**config.mk**
```make
export PLATFORM = sky130hd
export DESIGN_NAME = switch_bounce_gen
export DESIGN_NICKNAME = d
export VERILOG_FILES = /design/src/rtl/switch_bounce_gen.sv
export SDC_FILE = /design/constraint.sdc
export NUM_CORES = 1
export LEC_CHECK = 0
export BUFFER_PORTS_ARGS = -buffer_cell sky130_fd_sc_hd__buf_2
export CELL_PAD_IN_SITES_DETAIL_PLACEMENT = 1
export CELL_PAD_IN_SITES_GLOBAL_PLACEMENT = 2
export CORE_MARGIN = 2
export CORE_UTILIZATION = 30
export DETAILED_ROUTE_END_ITERATION = 6
export GPL_TIMING_DRIVEN = 0
export PLACE_DENSITY = 0.69
export RECOVER_POWER = 100
export SYNTH_ARGS = -nofsm -noshare
export SYNTH_HDL_FRONTEND = slang
export SYNTH_SLANG_ARGS = --single-unit
```
**constraint.sdc**
```tcl
create_clock -name i_clk -period 2.4 [get_ports i_clk]
set_input_delay 0.48 -clock i_clk [delete_from_list [all_inputs] [get_ports i_clk]]
set_output_delay 0.48 -clock i_clk [all_outputs]
set_load 0.1 [all_outputs]
```
**src/rtl/switch_bounce_gen.sv**
```systemverilog
`default_nettype none
// ============================================================================
//  Module      : switch_bounce_gen
//  Description : Turns a clean level into a contact-bounce waveform. Each
//                change of i_level starts a burst of pseudo-random toggles on
//                o_sw lasting BOUNCE_CYCLES clocks, after which o_sw settles
//                to the new level and o_settled pulses for one cycle.
//                Optional feature macro: SWITCH_BOUNCE_GEN_TOGGLE_COUNT_EN
//                (adds o_toggle_count, transitions seen in the last burst).
//  Revision    : 1.0 - initial release
// ============================================================================
module switch_bounce_gen #(
    parameter int          BOUNCE_CYCLES = 100_000,
    parameter int          TOGGLE_W      = 8,
    parameter logic [15:0] LFSR_SEED     = 16'hACE1
) (
    input  logic        i_clk,
    input  logic        i_rst,
    input  logic        i_level,
    output logic        o_sw,
    output logic        o_busy,
`ifdef SWITCH_BOUNCE_GEN_TOGGLE_COUNT_EN
    output logic [15:0] o_toggle_count,
`endif
    output logic        o_settled
);

    localparam int                   c_DUR_W      = $clog2(BOUNCE_CYCLES + 1);
    localparam logic [c_DUR_W-1:0]   c_DUR_RELOAD = c_DUR_W'(BOUNCE_CYCLES - 1);
    localparam logic [c_DUR_W-1:0]   c_DUR_ZERO   = '0;
    localparam logic [TOGGLE_W:0]    c_GAP_ONE    = (TOGGLE_W + 1)'(1);

    typedef enum logic [1:0] {
        e_low  = 2'd0,
        e_rise = 2'd1,
        e_high = 2'd2,
        e_fall = 2'd3
    } state_t;

    state_t               r_state;
    logic [15:0]          r_lfsr;
    logic [c_DUR_W-1:0]   r_dur;
    logic [TOGGLE_W:0]    r_gap;
    logic                 r_target;

    logic [TOGGLE_W:0]    w_gap_reload;
    logic [15:0]          w_lfsr_next;

    // Gap until the next toggle is 1..2^TOGGLE_W cycles, taken from the LFSR.
    assign w_gap_reload = (TOGGLE_W + 1)'(r_lfsr[TOGGLE_W-1:0]) + c_GAP_ONE;

    // Right-shifting Galois LFSR, taps for x^16+x^14+x^13+x^11+1.
    assign w_lfsr_next = {1'b0, r_lfsr[15:1]} ^ (r_lfsr[0] ? 16'hB400 : 16'h0000);

`ifdef SWITCH_BOUNCE_GEN_TOGGLE_COUNT_EN
    logic [15:0] w_cnt_inc;
    // Saturating increment so a very long burst never wraps the count.
    assign w_cnt_inc = (o_toggle_count == 16'hFFFF) ? o_toggle_count : o_toggle_count + 16'd1;
`endif

    // Burst sequencer: idle levels, bounce bursts, retarget and settle.
    always_ff @(posedge i_clk or posedge i_rst) begin
        if (i_rst) begin
            r_state   <= e_low;
            r_lfsr    <= LFSR_SEED;
            r_dur     <= '0;
            r_gap     <= '0;
            r_target  <= 1'b0;
            o_sw      <= 1'b0;
            o_busy    <= 1'b0;
            o_settled <= 1'b0;
`ifdef SWITCH_BOUNCE_GEN_TOGGLE_COUNT_EN
            o_toggle_count <= 16'd0;
`endif
        end else begin
            r_lfsr    <= w_lfsr_next;
            o_settled <= 1'b0;
            case (r_state)
                e_low, e_high: begin
                    // A level change starts a burst with an immediate first edge.
                    if (i_level != r_target) begin
                        r_state  <= i_level ? e_rise : e_fall;
                        r_target <= i_level;
                        o_sw     <= ~o_sw;
                        r_dur    <= c_DUR_RELOAD;
                        r_gap    <= w_gap_reload;
                        o_busy   <= 1'b1;
`ifdef SWITCH_BOUNCE_GEN_TOGGLE_COUNT_EN
                        o_toggle_count <= 16'd1;
`endif
                    end
                end
                e_rise, e_fall: begin
                    if (i_level != r_target) begin
                        // Level reversed mid-burst: restart timing, no forced edge.
                        r_state  <= (r_state == e_rise) ? e_fall : e_rise;
                        r_target <= ~r_target;
                        r_dur    <= c_DUR_RELOAD;
                        r_gap    <= w_gap_reload;
`ifdef SWITCH_BOUNCE_GEN_TOGGLE_COUNT_EN
                        o_toggle_count <= 16'd0;
`endif
                    end else if (r_dur == c_DUR_ZERO) begin
                        // Burst over: land on the target level, settle wins over a toggle.
                        o_sw      <= r_target;
                        r_state   <= r_target ? e_high : e_low;
                        o_settled <= 1'b1;
                        o_busy    <= 1'b0;
`ifdef SWITCH_BOUNCE_GEN_TOGGLE_COUNT_EN
                        if (o_sw != r_target) begin
                            o_toggle_count <= w_cnt_inc;
                        end
`endif
                    end else begin
                        r_dur <= r_dur - c_DUR_W'(1);
                        if (r_gap == c_GAP_ONE) begin
                            o_sw  <= ~o_sw;
                            r_gap <= w_gap_reload;
`ifdef SWITCH_BOUNCE_GEN_TOGGLE_COUNT_EN
                            o_toggle_count <= w_cnt_inc;
`endif
                        end else begin
                            r_gap <= r_gap - c_GAP_ONE;
                        end
                    end
                end
                default: begin
                    r_state <= e_low;
                    o_busy  <= 1'b0;
                end
            endcase
        end
    end

endmodule
`default_nettype wire

```
==> results of run 1 <==
==> path summary, 6_finish.rpt <==
path / from / end / slack (ns) / depth (start not counted)
max in group asynchronous: i_rst / r_gap[8] / 1.01 / 3
hold reg to reg: r_lfsr[9] / r_lfsr[8] / 0.36 / 0
setup reg to reg: r_dur[9] / r_gap[6] / 0.17 / 7
min in group i_clk: r_lfsr[9] / r_lfsr[8] / 0.36 / 0
setup / recovery: r_dur[9] / r_gap[6] / 0.17 / 7
hold / removal: i_rst / r_gap[0] / 0.12 / 2
==> cells in the final DEF (no fill, tap or decap), types with 2 or more instances in the layout <==
master	n
ha_1	4
dfstp_2	4
nor4_1	6
mux2i_1	2
nor3_1	10
inv_1	8
nand2_1	19
clkbuf_2	3
dfrtp_1	39
or3_1	4
or4_1	2
nand4b_1	2
clkbuf_1	12
dfstp_1	4
nand3_1	6
nand4_1	5
a22o_1	3
a21oi_1	9
clkbuf_8	5
and2_1	5
nor4b_2	2
nor2_1	18
o21ai_0	12
xnor2_1	11
o211ai_1	2
buf_2	3
xor2_1	12
==> worst max-delay path: stages, from the launching register on <==
cell       delay (ns)
dfrtp_1          0.42
or4_1            0.52
buf_2            0.17
nand4bb_1        0.19
buf_4            0.19
a21oi_4          0.31
inv_4            0.11
a22o_1           0.22
==> per-layer routing <==
layer / wire, um / GRT usage / share of wire
met1: 2620 / 0.1838 / 0.51
met5: 0 / 0 / 0
met3: 107 / 0.02988 / 0.021
met2: 2346 / 0.2136 / 0.46
met4: 78 / 0.04924 / 0.015
==> area by class of cell <==
class	count	area [sq um]	share of cell area
Clock inverter	1	5.005	0.001967
Inverter	9	36.28	0.01426
Timing Repair Buffer	5	21.27	0.008358
Buffer	12	53.80	0.02114
Multi-Input combinational cell	157	1042	0.4095
Clock buffer	7	76.32	0.02999
Sequential cell	47	1186	0.4661
Tap cell	99	123.9	0.04867
==> flip-flops by register name (all words and copies together) (netlist names) <==
name and flops:
o_sw 1, r_state 1, o_busy 1, r_gap 9
o_settled 1, r_target 1, r_lfsr 16, r_dur 17
==> stage by stage <==
stage | setup TNS [ns] | util
after floorplan | 0 | -
after global placement | -0.03696 | 0.3318
after detailed placement | 0 | 0.3345
after CTS | 0 | 0.3465
after global routing | 0 | 0.3472
final | 0 | 0.3472
==> power by group through the flow <==
stage                     Clock, mW  Sequential [mW]  Combinational (mW)
after floorplan                   0             1.03               0.426
after global placement            0            0.993               0.599
after detailed placement          0            0.995               0.620
after CTS                     0.499            0.985               0.627
after global routing          0.527             1.01               0.725
final                         0.468            0.999               0.636
==> cells by family after synthesis <==
kind of cell,share of synthesized area
AO/OA/AOI/OAI,0.1105
XOR/XNOR,0.08802
adder cells (fa/ha/maj),0.02187
buffers and inverters,0.03991
flip-flops,0.5183
multiplexers,0.01367
AND/OR/NAND/NOR,0.2078
==> repair_timing <==
item	in CTS	in global routing
setup buffers	0	0
setup endpoints to repair	1	21
hold buffers	0	0
hold endpoints to repair	0	0
resized for setup	1	4
cloned	0	0
==> flow_metrics.tcl, run 1 <==
set metrics [dict create \
    endpoint_kind "register" \
    post-route-period-util 0.9300 \
    hold_viol 0 \
    clockPowerShare 0.222 \
    synth_edf_count 0 \
    die_y_um 91.34 \
    vias 1652 \
    globalplace.congestion 0.7261 \
    firstDrtPassIters 4 \
    grt.total_usage 0.1358 \
    cts_sinks 47 \
    yosysSeqAreaShare 0.5183 \
    cp.required_ns 2.60 \
    layout.nets 244 \
    die_w_um 91.34 \
    grt_pass1_wl_um 8783 \
    detail-route-antenna-nets 0 \
    drive_gt1_frac 0.1050 \
    seqPwrFrac 0.475 \
    num_antenna_cells 0 \
    p_leak_nw 0.9998 \
    synthToLayoutAreaGrowth_pct 11.21 \
    synth_area_per_cell_sq_um 10.17 \
    wirelength_um 5153 \
    slew_headroom 0.2258 \
    tritoncts "yes" \
    vias_per_cell 4.902 \
    startpoint_type "register" \
    root_buffer "clkbuf_8" \
    finalCriticalPeriod_ns 2.232 \
    synth.most_common_cell "dfrtp_1" \
    synthTopCellsByArea "dfrtp_1 (43%), dfstp_2 (9.2%), xor2_1 (4.6%)" \
    worst_slack_ns 0.1679 \
    arrival_ns 2.43 \
    port_buffers 4 \
    synthTopCellsByCount "dfrtp_1 (39), nand2_1 (18), nor2_1 (18)" \
    drtIter0Drc 46 \
    critical_path_class "register to register" \
    fin_hold_ws_ns 0.1250 \
    io_pins 6 \
    synth_cell_type_count 47 \
    max_slew.worst_pin.slew_ns 1.166 \
    synth_top_area_frac 0.4265 \
    syn_area_sq_um 2288 \
    vdd_ir_drop_max_uv 380.1 \
    grt_max_degree 40 \
    design.core.area_sq_um 7331 \
    synth-main-ff-cell "dfrtp_1" \
    preCtsSetupSlack_ns 0.0003679 \
    p_switching_uw 769.0 \
    rows 31 \
    max-cap-violations 0 \
    stdcell_count 337 \
    rsz0062_at_grt "no" \
    max_clock_freq_mhz 448.0 \
    postSynth.asyncResetShare 1.000 \
    clk_pin_slew_ns 0.09 \
    first_global_vias 1750 \
    design_area_sq_um 2545 \
    antenna_found_initial 0 \
    combPwrFrac 0.302 \
    n_fill_cell 833 \
    cts_buffer_depth 2 \
    synth_nets 232 \
    yosys_register_bits 47 \
    power.total_mw 2.103 \
    initial_core_util 0.3122 \
    dpl.cell_count 329 \
    setup_viol 0 \
    wl_per_cell_um 15.29 \
    synth_area_leader_cell "dfrtp_1" \
    powerDensity_nw_per_um2 826.3 \
    overflow 0 \
    cp_max_fo 9 \
    fin_skew_ns 0.007088 \
    sw_frac_of_total 0.3657 \
    finalMaxSlewViolations 0 \
    outcome "finished, final reports clean" \
    yosysWarnings 0 \
    numCtsBuffers 5 \
    drc 0 \
    clk_latency_ns 0.30 \
    dieArea_sq_um 8343 \
    syn_inst 225 \
    dpl_cell_area_sq_um 2452 \
    cts-htree-levels 2 \
    internal_power_mw 1.334 \
    hold_class "input port to asynchronous set/reset pin" \
    dp_hpwl_um 3638 \
]
Note: power is estimated with default switching activity, not from simulation.
==> inputs of run 2 (changes only) <==
PLACE_DENSITY = 0.59   (was 0.69)
==> run 2 against run 1 <==
Global-route usage grew 0.91 points; routed wire length grew 5.2%; clock-buffer cell count shrank 2; first-iteration DRC count grew 35%; die area is the same; register-to-register slack lost 0.02 ns; highest routed layer unchanged.
==> flow_metrics.tcl, run 2 (synthesis results as in run 1) <==
set metrics [dict create \
    first_global_vias 1795 \
    layout.nets 244 \
    drc 0 \
    clk_latency_ns 0.31 \
    rows 31 \
    die_y_um 91.34 \
    io_pins 6 \
    cts_sinks 47 \
    r2r_slack_ns 0.15 \
    initial_core_util 0.3122 \
    fin_skew_ns 0.008080 \
    seq_area_sq_um 1186 \
    slew_headroom 0.2285 \
    cts_buffer_depth 2 \
    antenna_found_initial 0 \
    design.core.area_sq_um 7331 \
    p_leak_nw 1.004 \
    arrival_ns 2.45 \
    drtIter0Drc 62 \
    dp_hpwl_um 3868 \
    vias_per_cell 5.015 \
    power.total_mw 2.166 \
    tritoncts "yes" \
    vias 1690 \
    powerDensity_nw_per_um2 847.2 \
    cp_max_fo 9 \
    finalMaxSlewViolations 0 \
    hold_viol 0 \
    fin_hold_ws_ns 0.2131 \
    finalCriticalPeriod_ns 2.252 \
    cp_cell_sequence "or4_1, buf_2, nand4bb_1, buf_4, a21oi_4, inv_2, a22o_1" \
    numCtsBuffers 5 \
    top_regs "r_dur x17, r_lfsr x16, r_gap x9" \
    dieArea_sq_um 8343 \
    final_common_cell "dfrtp_1" \
    endpoint_kind "register" \
    cpMaxStageDelayCell "or4_1" \
    largest_register "r_dur" \
    overflow 0 \
    cts_hold_buf 0 \
    cp.required_ns 2.60 \
    startpoint_type "register" \
    firstDrtPassIters 4 \
    port_buffers 4 \
    wl_per_cell_um 16.09 \
    max-cap-violations 0 \
    max_slew.worst_pin.slew_ns 1.162 \
    max_stage_delay_ns 0.52 \
    stdcell_count 337 \
    timing.rr.end "r_gap[6]" \
    crit_end "r_gap[6]" \
    worst_slack_ns 0.1483 \
    synthToLayoutAreaGrowth_pct 11.70 \
    vdd_ir_drop_max_uv 254.9 \
    post-route-period-util 0.9382 \
    drive_gt1_frac 0.1134 \
    num_antenna_cells 0 \
    wirelength_um 5423 \
    cts-htree-levels 2 \
    max_clock_freq_mhz 444.1 \
    rsz0062_at_grt "no" \
    postLayoutCoreUtil 0.3487 \
    n_fill_cell 846 \
    preCtsSetupSlack_ns -0.07604 \
    root_buffer "clkbuf_8" \
    largest_reg_flops 17 \
    post_cts_buffers 0 \
    outcome "finished, final reports clean" \
    grt_max_degree 34 \
    setup_viol 0 \
    critical_path_class "register to register" \
    dpl.cell_count 329 \
    layout_common_cells "dfrtp_1 (39), nand2_1 (19), nor2_1 (18)" \
    multi_input_area_sq_um 1042 \
    clk_pin_slew_ns 0.10 \
    globalplace.congestion 0.7703 \
    grt_pass1_wl_um 9522 \
    detail-route-antenna-nets 0 \
    grt.total_usage 0.1449 \
    crit_start "r_dur[9]" \
    hold_class "input port to asynchronous set/reset pin" \
    reg2regPathDepth 7 \
    die_w_um 91.34 \
    r2r-start "r_dur[9]" \
]
[run 2: layer usage]
layer  wire length [um]  GRT usage
met3                108    0.02490
met2               2367     0.2130
met1               2873     0.2177
met4                 72    0.04167
met5                  0          0
[run 2: critical path, delay by kind of cell (launching register included)]
family                 cells  cell delay [ns]
and+or+nand+nor            2             0.72
DFF                        1             0.43
buffers and inverters      3             0.49
AOI/OAI and AO/OA          2             0.50
[run 2: worst min-delay path by stage]
stage,endpoint,slack (ns),startpoint,cells after the start
after global placement,r_lfsr[8],0.34,r_lfsr[9],0
after CTS,r_lfsr[2],0.13,i_rst,2
final,r_lfsr[2],0.21,i_rst,2
after floorplan,r_lfsr[8],0.33,r_lfsr[9],0
after detailed placement,r_lfsr[7],0.34,r_lfsr[8],0
after global routing,r_lfsr[2],0.26,i_rst,2
[run 2: report_power, final]
| part | internal (mW) | switching (mW) |
|---|---|---|
| clock | 0.215 | 0.312 |
| sequential | 0.876 | 0.130 |
| combinational | 0.252 | 0.381 |
[run 2: cell type report]
cell class / instances / area share
sequential: 47 / 0.4640
multi-input combinational: 157 / 0.4077
tap: 99 / 0.04846
clock buffer: 5 / 0.02692
buffer: 12 / 0.02105
inverter: 9 / 0.01322
clock inverter: 3 / 0.01028
timing repair buffer: 5 / 0.008321
[run 2: repair_timing]
action,CTS,global route
setup endpoints to repair,9,1
resized for setup,3,2
hold endpoints to repair,0,0
[run 2: through the flow]
step / TNS (ns) / area [sq um]
after global placement: -0.5060 / 2432
final: 0 / 2556
after global routing: 0 / 2556
after CTS: 0 / 2566
after detailed placement: -0.2110 / 2452
after floorplan: 0 / 2288
==> inputs of run 3 (changes only) <==
BUFFER_PORTS_ARGS = -buffer_cell sky130_fd_sc_hd__clkbuf_2   (was -buffer_cell sky130_fd_sc_hd__buf_2)
CORE_UTILIZATION = 37   (was 30)
PLACE_DENSITY = 0.7   (was 0.59)
==> run 3 against run 2 <==
Register-to-register slack about the same; flip-flop and latch count is the same; sequential share of layout area down 0.091 points; routed wire length fell by 0.17%; die area shrank 18%; clock power up 15%; non-clock buffer count did not move.
==> flow_metrics.tcl, run 3 (synthesis results as in run 1) <==
set metrics [dict create \
    outcome "finished, final reports clean" \
    vdd_ir_drop_max_uv 425.5 \
    hold_viol 0 \
    slew_headroom 0.2266 \
    postLayoutCoreUtil 0.4300 \
    arrival_ns 2.45 \
    endpoint_kind "register" \
    rows 28 \
    wl_per_cell_um 17.30 \
    finalCriticalPeriod_ns 2.243 \
    grt.total_usage 0.1797 \
    cp.required_ns 2.60 \
    largest_reg_flops 17 \
    root_buffer "clkbuf_8" \
    num_antenna_cells 0 \
    layout.nets 244 \
    dieArea_sq_um 6830 \
    layout_common_cells "dfrtp_1 (39), nor2_1 (18), nand2_1 (18)" \
    overflow 0 \
    dp_hpwl_um 3790 \
    finalMaxSlewViolations 0 \
    dpl.cell_count 305 \
    cts_sinks 47 \
    startpoint_type "register" \
    cp_max_fo 9 \
    port_buffers 4 \
    initial_core_util 0.3842 \
    cts-htree-levels 2 \
    grt_pass1_wl_um 9183 \
    cts_buffer_depth 2 \
    clk_pin_slew_ns 0.10 \
    numCtsBuffers 5 \
    detail-route-antenna-nets 0 \
    grt_max_degree 40 \
    drc 0 \
    design.core.area_sq_um 5956 \
    top_regs "r_dur x17, r_lfsr x16, r_gap x9" \
    io_pins 6 \
    powerDensity_nw_per_um2 880.7 \
    final_common_cell "dfrtp_1" \
    clk_latency_ns 0.30 \
    vias 1689 \
    globalplace.congestion 0.8286 \
    post-route-period-util 0.9346 \
    seq_area_sq_um 1186 \
    fin_skew_ns 0.009889 \
    max_slew.worst_pin.slew_ns 1.165 \
    die_w_um 82.65 \
    multi_input_area_sq_um 1054 \
    n_fill_cell 662 \
    hold_class "input port to asynchronous set/reset pin" \
    drive_gt1_frac 0.1218 \
    firstDrtPassIters 4 \
    first_global_vias 1765 \
    synthToLayoutAreaGrowth_pct 11.92 \
    drtIter0Drc 96 \
    rsz0062_at_grt "no" \
    vias_per_cell 5.396 \
    p_leak_nw 1.032 \
    stdcell_count 313 \
    setup_viol 0 \
    die_y_um 82.65 \
    wirelength_um 5414 \
    max_clock_freq_mhz 445.8 \
    critical_path_class "register to register" \
    tritoncts "yes" \
    antenna_found_initial 0 \
    max-cap-violations 0 \
    largest_register "r_dur" \
]
==> run 3: worst paths after layout <==
check | startpoint | end | slack, ns | cells past startpoint
setup / recovery | r_dur[9] | r_gap[3] | 0.16 | 7
hold / removal | i_rst | r_dur[14] | 0.1 | 2
setup reg to reg | r_dur[9] | r_gap[3] | 0.16 | 7
hold reg to reg | r_lfsr[9] | r_lfsr[8] | 0.36 | 0
max in group asynchronous | i_rst | r_dur[15] | 1.05 | 3
min in group i_clk | r_lfsr[9] | r_lfsr[8] | 0.36 | 0
==> run 3: final cells by class <==
cell class	instances	area share
Clock buffer	5	0.02687
Timing Repair Buffer	5	0.008793
Clock inverter	3	0.01808
Buffer	12	0.02101
Tap cell	75	0.03664
Sequential cell	47	0.4631
Inverter	9	0.01417
Multi-Input combinational cell	157	0.4113
==> run 3: routing by layer <==
metal / vias to the layer above / share of wire / GRT usage / routed length [um]
li1: 813 / - / - / -
met1: 856 / 0.50 / 0.2460 / 2681
met2: 14 / 0.47 / 0.2903 / 2563
met3: 6 / 0.020 / 0.03587 / 107
met4: 0 / 0.011 / 0.04918 / 62
met5: - / 0 / 0 / 0
==> run 3: timing repair <==
| item | in CTS | in global routing |
|---|---|---|
| setup endpoints to repair | 18 | 4 |
| hold endpoints to repair | 0 | 0 |
| hold buffers | 0 | 0 |
| setup buffers | 0 | 0 |
| resized for setup | 2 | 4 |
==> run 3: critical path, cell delays in order (launching register included) <==
cell and delay [ns]:
dfrtp_1 0.44, or4_1 0.55, buf_2 0.18, nand4bb_1 0.18, buf_4 0.19, a21oi_4 0.29
inv_4 0.09, a22o_1 0.22
==> run 3: where the power goes <==
group	switching (mW)	total [mW]	internal [mW]	leakage, nW
Combinational	0.387	0.643	0.256	0.419
Clock	0.293	0.607	0.314	0.0548
Sequential	0.129	1.01	0.876	0.559
==> run 3: metrics by stage <==
| stage | hold slack [ns] | power [mW] | area, sq um | worst slack (ns) | setup TNS, ns |
|---|---|---|---|---|---|
| 6_report | 0.09605 | 2.256 | 2561 | 0.1569 | 0 |
| 5_1_grt | 0.1151 | 2.408 | 2561 | 0.005496 | 0 |
| 4_1_cts | 0.05052 | 2.248 | 2550 | 0.03268 | 0 |
| 3_5_place_dp | 0.3379 | 1.614 | 2422 | -0.06333 | -0.2825 |
| 3_3_place_gp | 0.3341 | 1.572 | 2402 | 0.05261 | 0 |
| 2_1_floorplan | 0.3312 | 1.454 | 2288 | 0.3946 | 0 |
